===== config.mk =====
export PLATFORM = sky130hd
export DESIGN_NAME = fifo_pop_arbiter
export DESIGN_NICKNAME = d
export VERILOG_FILES = /design/src/rtl/fifo_arb_pkg.sv /design/src/rtl/fifo_pop_arbiter_rr_pick.sv /design/src/rtl/fifo_pop_arbiter.sv
export SDC_FILE = /design/constraint.sdc
export NUM_CORES = 1
export LEC_CHECK = 0
export CAP_MARGIN = 15
export CORE_MARGIN = 2
export CORE_UTILIZATION = 29
export CTS_CLUSTER_SIZE = 14
export DETAILED_ROUTE_END_ITERATION = 8
export SETUP_SLACK_MARGIN = 0.02
export SYNTH_ARGS = -nofsm -noshare
export SYNTH_HDL_FRONTEND = slang
export SYNTH_SLANG_ARGS = --single-unit
export TNS_END_PERCENT = 50

===== constraint.sdc =====
create_clock -name clk -period 2 [get_ports clk]
set_input_delay 0.4 -clock clk [delete_from_list [all_inputs] [get_ports clk]]
set_output_delay 0.4 -clock clk [all_outputs]
set_load 0.1 [all_outputs]

===== src/rtl/fifo_arb_pkg.sv =====
// Shared types and default sizes for the fifo_pop_arbiter block.
package fifo_arb_pkg;

  typedef enum logic [1:0] {
    INIT   = 2'd0,
    IDLE   = 2'd1,
    ACTIVE = 2'd2,
    STALL  = 2'd3
  } arb_state_t;

  localparam int DEF_NUM_FIFOS = 4;
  localparam int DEF_DATA_SIZE = 6;

endpackage


===== src/rtl/fifo_pop_arbiter_rr_pick.sv =====
// Combinational round-robin picker: first set request at or after rr, wrapping.
// The pointer wraps for free because NUM_FIFOS is a power of two.
module rr_pick
  import fifo_arb_pkg::*;
#(
  parameter int NUM_FIFOS = DEF_NUM_FIFOS,
  parameter int SEL_SIZE  = $clog2(NUM_FIFOS)
) (
  input  logic [NUM_FIFOS-1:0] req,
  input  logic [SEL_SIZE-1:0]  rr,
  output logic [SEL_SIZE-1:0]  grant,
  output logic                 valid
);

  logic [SEL_SIZE-1:0] idx;

  // Scan from the farthest offset down so the closest request to rr wins.
  always_comb begin
    grant = '0;
    valid = 1'b0;
    idx   = '0;
    for (int i = NUM_FIFOS - 1; i >= 0; i--) begin
      idx = rr + SEL_SIZE'(i);
      if (req[idx]) begin
        grant = idx;
        valid = 1'b1;
      end
    end
  end

endmodule


===== src/rtl/fifo_pop_arbiter.sv =====
// Round-robin pop scheduler draining NUM_FIFOS source FIFOs into one downstream FIFO.
// Define FIFO_ARB_URGENT_EN to give sources flagging almost_full priority.
module fifo_pop_arbiter
  import fifo_arb_pkg::*;
#(
  parameter int NUM_FIFOS = DEF_NUM_FIFOS,
  parameter int DATA_SIZE = DEF_DATA_SIZE,
  parameter int SEL_SIZE  = $clog2(NUM_FIFOS)
) (
  input  logic                           clk,
  input  logic                           reset,
  input  logic [NUM_FIFOS-1:0]           src_empty,
  input  logic [NUM_FIFOS-1:0]           src_almost_full,
  input  logic [NUM_FIFOS*DATA_SIZE-1:0] src_data,
  input  logic                           dst_almost_full,
  output logic [NUM_FIFOS-1:0]           src_pop,
  output logic                           dst_push,
  output logic [DATA_SIZE-1:0]           dst_data,
  output logic [SEL_SIZE-1:0]            dst_sel,
  output logic [1:0]                     arb_state
);

  arb_state_t           state_q, state_d;
  logic [NUM_FIFOS-1:0] pop_d;
  logic [NUM_FIFOS-1:0] eligible;
  logic [NUM_FIFOS-1:0] req;
  logic [SEL_SIZE-1:0]  rr_q;
  logic [SEL_SIZE-1:0]  grant;
  logic                 grant_valid;
  logic [SEL_SIZE-1:0]  grant_q;
  logic [SEL_SIZE-1:0]  sel_pipe_q;
  logic                 pop_pipe_q;
  logic [DATA_SIZE-1:0] src_word;

  // A source popped last cycle still shows a stale empty flag, so mask it out.
  assign eligible = ~src_empty & ~src_pop;

`ifdef FIFO_ARB_URGENT_EN
  logic [NUM_FIFOS-1:0] urgent;
  assign urgent = eligible & src_almost_full;
  assign req    = (|urgent) ? urgent : eligible;
`else
  logic unused_almost_full;
  assign unused_almost_full = ^src_almost_full;
  assign req = eligible;
`endif

  rr_pick #(
    .NUM_FIFOS (NUM_FIFOS),
    .SEL_SIZE  (SEL_SIZE)
  ) u_rr_pick (
    .req   (req),
    .rr    (rr_q),
    .grant (grant),
    .valid (grant_valid)
  );

  always_comb begin
    state_d = state_q;
    pop_d   = '0;
    case (state_q)
      INIT: state_d = IDLE;
      default: begin
        if (!grant_valid) begin
          state_d = IDLE;
        end else if (dst_almost_full) begin
          state_d = STALL;
        end else begin
          state_d      = ACTIVE;
          pop_d[grant] = 1'b1;
        end
      end
    endcase
  end

  always_ff @(posedge clk or posedge reset) begin
    if (reset) begin
      state_q <= INIT;
    end else begin
      state_q <= state_d;
    end
  end

  always_comb begin
    src_word = '0;
    for (int i = 0; i < NUM_FIFOS; i++) begin
      if (sel_pipe_q == SEL_SIZE'(i)) begin
        src_word = src_data[i*DATA_SIZE +: DATA_SIZE];
      end
    end
  end

  // Grant index rides alongside src_pop, then one more stage to meet the source read data.
  always_ff @(posedge clk or posedge reset) begin
    if (reset) begin
      src_pop    <= '0;
      rr_q       <= '0;
      grant_q    <= '0;
      sel_pipe_q <= '0;
      pop_pipe_q <= 1'b0;
      dst_push   <= 1'b0;
      dst_data   <= '0;
      dst_sel    <= '0;
    end else begin
      src_pop <= pop_d;
      if (state_d == ACTIVE) begin
        rr_q    <= grant + SEL_SIZE'(1);
        grant_q <= grant;
      end
      pop_pipe_q <= |src_pop;
      sel_pipe_q <= grant_q;
      dst_push   <= pop_pipe_q;
      if (pop_pipe_q) begin
        dst_data <= src_word;
        dst_sel  <= sel_pipe_q;
      end
    end
  end

  assign arb_state = state_q;

endmodule


Word-level counts from Yosys, hierarchy flattened
Cells that the tools add are included.

storage, ports and cells
  register bits after elaboration = 22
  word-level logic and storage cells = 58
  input bits = 35

operators by class
  $add $sub $neg = 4
  mux-type cells = 28
  eq/ne operators = 4
  bitwise operators = 3
  $lt $le $gt $ge = 6
  reduce and logical (&&, ||, !) cells = 4

operator list
  cell                   number
  $mux W6                4
  $lt A2 B3 Y1 const B   5
  $mux W2                6
  $mux W4                3
  $mux W1                10
  $bmux W1 S2            4
  $not A4 Y4             2
  $eq A2 B2 Y1 const B   3
  $add A2 B1 Y2 const B  2
  $add A2 B2 Y2 const B  2
  $and A4 B4 Y4          1
  $logic_not A2 Y1       2
  $reduce_or A4 Y1       1
  $demux W1 S2           1
  $eq A2 B1 Y1 const B   1
  $ge A2 B1 Y1 const B   1
  $logic_and A1 B1 Y1    1

Longest topological paths before layout
Gate-level depths: netlist (run 1).

  word-level depth = 15
  depth in mapped cells = 6
  mapped depth without buffers = 6

Modules after synthesis
From an unflattened synthesis (run 1), not the netlist that was laid out.

unflattened totals
  cells, all modules = 96
  area total of the unflattened synthesis = 1,094.8 um2

by module, submodules not included
  module            seq. area each (um2)  area an instance (um2)  cells each  times used
  fifo_pop_arbiter  550.5                 1,017.2                 83          1
  rr_pick           0.0                   77.6                    13          1

Least setup slack after synthesis (run 1)
No wires, ideal clock.

  kind = flip-flop to flip-flop
  from = reg src_pop[0]
  to = reg rr_q[1]
  path buffers = 0
  setup time = 0.131 ns
  period minus slack after synthesis = 2.137 ns
  arrival time = 2.006 ns
  slack = -0.137 ns
  cell stages (with the launch flop) = 6
  cell sequence = dfrtp_1 > nor2_1 > a2111oi_0 > o32a_2 > nor4b_4 > o31ai_2

on the way
  cells in the longest elaborated chain, start to end = 11
  elaborated cells between the ends (all ways) = 22
  those cells by class = add/sub (1); eq/ne (1); mux (18); bitwise (2)

ends and longest elaborated chain
  element                        line                            text
  start, declared                fifo_pop_arbiter.sv:16          output logic [NUM_FIFOS-1:0] src_pop,
  start signal, assigned         fifo_pop_arbiter.sv:105         src_pop <= pop_d;
  $not A4 Y4 (*)                 fifo_pop_arbiter.sv:36          assign eligible = ~src_empty & ~src_pop;
  $and A4 B4 Y4 (*)              fifo_pop_arbiter.sv:36
  $bmux W1 S2                    fifo_pop_arbiter_rr_pick.sv:24  if (req[idx]) begin
  $mux W1 (not written as such)  fifo_pop_arbiter_rr_pick.sv:24
  $mux W1 (4 in a row)           fifo_pop_arbiter_rr_pick.sv:24
  $mux W2                        fifo_pop_arbiter.sv:64          if (!grant_valid) begin
  $mux W2                        fifo_pop_arbiter.sv:61          case (state_q)
  $eq A2 B2 Y1                   fifo_pop_arbiter.sv:106         if (state_d == ACTIVE) begin
  end signal, assigned           fifo_pop_arbiter.sv:107         rr_q <= grant + SEL_SIZE'(1);
  end, declared                  fifo_pop_arbiter.sv:27          logic [SEL_SIZE-1:0] rr_q;

Every way passes the cells marked *; elsewhere a longest branch is shown, timed or not. The select of a mux whose other input is x is not followed.
A chain may end at the register's enable or synchronous reset.

Worst setup path in the final report (run 1)
  from = in src_empty[0]
  to = reg rr_q[1]

on the way
  cells in the longest elaborated chain, start to end = 11
  elaborated cells between the ends (all ways) = 22
  those cells by class = add/sub (1); eq/ne (1); mux (18); bitwise (2)

ends and longest elaborated chain
  element                        line                            text
  start, declared                fifo_pop_arbiter.sv:12          input logic [NUM_FIFOS-1:0] src_empty,
  $not A4 Y4 (*)                 fifo_pop_arbiter.sv:36
  $and A4 B4 Y4 (*)              fifo_pop_arbiter.sv:36
  $bmux W1 S2                    fifo_pop_arbiter_rr_pick.sv:24
  $mux W1 (not written as such)  fifo_pop_arbiter_rr_pick.sv:24
  $mux W1 (3 in a row)           fifo_pop_arbiter_rr_pick.sv:24
  $mux W1 (*)                    fifo_pop_arbiter_rr_pick.sv:24
  $mux W2 (*)                    fifo_pop_arbiter.sv:64
  $mux W2 (*)                    fifo_pop_arbiter.sv:61
  named net state_d[0]           fifo_pop_arbiter.sv:23          arb_state_t state_q, state_d;
  $eq A2 B2 Y1 (*)               fifo_pop_arbiter.sv:106

The timed path passes the listed nets; every way through them passes the cells marked *. The select of a mux whose other input is x is not followed.

==> flow_summary.json, run 1 <==
{
  "grt-ovfl-total": 0,
  "avgSynthCellArea_um2": 13.21,
  "ys.warnings.count": 0,
  "p_sw_w": 0.001496,
  "worst-setup-path-type": "input port to register",
  "yosysUniqueCellTypes": 26,
  "worst_slew_pin_slew_ns": 0.4053,
  "synth_flop_cell": "dfrtp_1",
  "grt_pass1_vias": 957,
  "hold_violations": 0,
  "wl_per_cell_um": 14.13,
  "yosys.area_share.simple_pct": 13.67,
  "post-route-period-util_pct": 89.96,
  "drv_slew": 0,
  "synthTopCellsByArea": "dfrtp_1, mux4_2, mux2_2",
  "track_usage_pct": 14.14,
  "ctsResizeCount": 0,
  "synth_top_family_by_area": "multiplexers",
  "p_seq_share_pct": 30.2,
  "initial_core_util_pct": 30.79,
  "status": "finished, final reports clean",
  "cp-start-kind": "input port",
  "p_int_w": 0.001329,
  "num_vias": 866,
  "drive_gt1_share_pct": 40.44,
  "htree_num_levels": 1,
  "power_w": 0.002825,
  "yosys.area_share.xor_xnor_pct": 0,
  "rows": 21,
  "syn2layout_area_growth_pct": 55.64,
  "fin_nets": 172,
  "grt_max_degree": 23,
  "synth_compound_area_share_pct": 8.633,
  "antenna_left": 0,
  "r2r-start": "src_pop[0]$_DFF_PP0_",
  "synth_cells": 79,
  "yosysTopAreaCellShare_pct": 52.76,
  "rr_worst_depth": 7,
  "diodes": 0,
  "post-synth-top-area-cell": "dfrtp_1",
  "cts_tree": "built",
  "muxShareOfSynthArea_pct": 22.66,
  "synthArstFlopShare_pct": 100.0,
  "sw_frac_of_total_pct": 52.96,
  "irDropWorstVdd_mv": 0.5728,
  "final_cells": 182,
  "hold_path.class": "register to register",
  "cts_setup_buffers": 0,
  "io_pins": 50,
  "core_area_um2": 3390,
  "synth-seq-area-share_pct": 52.76,
  "cts-root-buf": "clkbuf_4",
  "dieArea_um2": 4094,
  "clkPwrFrac_pct": 8.5,
  "syn_nets": 114,
  "vias_per_cell": 4.758,
  "clk-insertion-delay-late_ns": 0.30,
  "place_hpwl_um": 2055,
  "synth.most_common_cell": "dfrtp_1",
  "synth_common_cells": "dfrtp_1, mux2_2, nor2_1",
  "numCtsBuffers": 3,
  "die_height_um": 63.99,
  "setup.worst_path.end_class": "register",
  "synth_edf_count": 0,
  "finalWorstSetupSlack_ns": 0.2007,
  "cts.sinks": 22,
  "clk_pin_slew_worst_paths_ns": 0.12,
  "io_buffer_count": 45,
  "grt_pass1_wl_um": 4491,
  "power_leakage_nw": 0.6890,
  "antenna_found_initial": 0,
  "placed_cell_area_um2": 1588,
  "max_freq_mhz": 555.8,
  "cp_max_fo": 6,
  "drt_wl_total_um": 2571,
  "final_area_um2": 1624,
  "slew_headroom_pct": 72.98,
  "regArea_um2": 554.3,
  "clock_skew_ns": 0.008564,
  "gp_congestion": 0.7562,
  "ctsHoldBuffers": 0,
  "rsz0062_at_grt": "no",
  "period_needed_ns": 1.799,
  "dieWidth_um": 63.99,
  "required_ns": 2.19,
  "crit_start": "src_empty[0]",
  "power_density_nw_per_um2": 1740,
  "placed_cells": 178,
  "drt_first_pass_iters": 3,
  "hold_slack_ns": 0.3949,
  "p_comb_share_pct": 61.2,
  "worstPathArrival_ns": 1.99,
  "ys_ff_latch": 22,
  "min_path_cells": 0,
  "drc": 0,
  "pre_cts_ws_ns": -0.1375,
  "hold_path_startpoint": "grant_q[0]$_DFFE_PP0N_",
  "finalSetupViolCount": 0,
  "synth_area_um2": 1044,
  "maxCapViolCount": 0,
  "synth_adder_area_share_pct": 0,
  "multi_input_area_um2": 469.2,
  "fill_cells": 308,
  "cts_buffer_depth": 2,
  "dr.first_iter.drc_count": 25
}
worst max-delay path, cell delays in order:
cell	delay (ns)
clkdlybuf4s50_1	0.45
nor2_1	0.19
nor4_1	0.08
buf_4	0.14
nor3_2	0.22
inv_1	0.17
o21ai_0	0.24
o31ai_2	0.10
layout make-up:
class / instances / area share, %
Multi-Input combinational cell: 51 / 28.89
Tap cell: 46 / 3.544
Timing Repair Buffer: 56 / 30.51
Clock buffer: 4 / 2.234
Sequential cell: 22 / 34.13
Inverter: 3 / 0.6934
logic make-up after synthesis:
| family | Yosys count |
|---|---|
| AOI/OAI and AO/OA | 12 |
| muxes | 15 |
| and+or+nand+nor | 24 |
| DFF | 22 |
| buffers and inverters | 6 |
path summary, 6_finish.rpt:
path,end,slack (ns)
worst min-delay path,sel_pipe_q[0]$_DFF_PP0_,0.39
max in group asynchronous,src_pop[0]$_DFF_PP0_,1.34
worst max register to register,rr_q[1]$_DFFE_PP0N_,0.33
worst min register to register,sel_pipe_q[0]$_DFF_PP0_,0.39
worst max-delay path,rr_q[1]$_DFFE_PP0N_,0.20
min in group asynchronous,pop_pipe_q$_DFF_PP0_,0.41
power by group through the flow:
| stage | registers [W] | logic (W) | clock network, W |
|---|---|---|---|
| after global placement | 0.000863 | 0.00172 | 0 |
| after floorplan | 0.00163 | 0.000551 | 0 |
| final | 0.000854 | 0.00173 | 0.000241 |
| after global routing | 0.000898 | 0.00181 | 0.000283 |
| after detailed placement | 0.000876 | 0.00174 | 0 |
| after CTS | 0.000864 | 0.00174 | 0.000256 |
registers in the layout (all words and copies together) (netlist names):
register    count
arb_state       2
dst_data        6
dst_push        1
dst_sel         2
grant_q         2
pop_pipe_q      1
rr_q            2
sel_pipe_q      2
src_pop         4
routing by layer:
| layer | vias up | wire, um | global-route usage [%] |
|---|---|---|---|
| li1 | 412 | - | - |
| met1 | 428 | 1179 | 19.29 |
| met2 | 24 | 1279 | 22.92 |
| met3 | 2 | 102 | 2.465 |
| met4 | 0 | 10 | 4.348 |
| met5 | - | 0 | 0 |
placed cells by master (no fill, tap or decap):
| master | count |
|---|---|
| o21ai_0 | 3 |
| o32ai_1 | 1 |
| or4_1 | 1 |
| dfrtp_1 | 19 |
| o31ai_2 | 1 |
| o21a_1 | 1 |
| nor3_2 | 1 |
| inv_1 | 3 |
| nand2_1 | 3 |
| nor2b_1 | 1 |
| nor2_1 | 8 |
| clkdlybuf4s50_1 | 30 |
| clkbuf_8 | 1 |
| a2111oi_0 | 1 |
| or3_1 | 1 |
| mux2_2 | 9 |
| clkbuf_4 | 3 |
| and3_2 | 1 |
| mux4_2 | 6 |
| a21oi_1 | 3 |
| o32a_2 | 1 |
| nor4b_4 | 1 |
| nor3b_1 | 1 |
| nor2_2 | 1 |
| o221a_2 | 1 |
| nor4_1 | 1 |
| nor3_1 | 4 |
| buf_4 | 26 |
| dfrtp_2 | 3 |
per-stage QoR:
stage / util [%] / TNS (ns)
6_report: 47.91 / 0
5_1_grt: 47.91 / 0
4_1_cts: 47.91 / 0
3_5_place_dp: 46.84 / -0.2200
3_3_place_gp: 46.84 / -0.1486
2_1_floorplan: - / 0
Note: power is estimated with default switching activity, not from simulation.
==> inputs of run 2 (changes only) <==
--- a/config.mk
+++ b/config.mk
@@ -5,6 +5,7 @@
 export SDC_FILE = /design/constraint.sdc
 export NUM_CORES = 1
 export LEC_CHECK = 0
+export ABC_CLOCK_PERIOD_IN_PS = 2000
 export CAP_MARGIN = 15
 export CORE_MARGIN = 2
 export CORE_UTILIZATION = 29
==> results of run 2 <==
The final DEF is identical to that of run 1; final timing and power are the same.
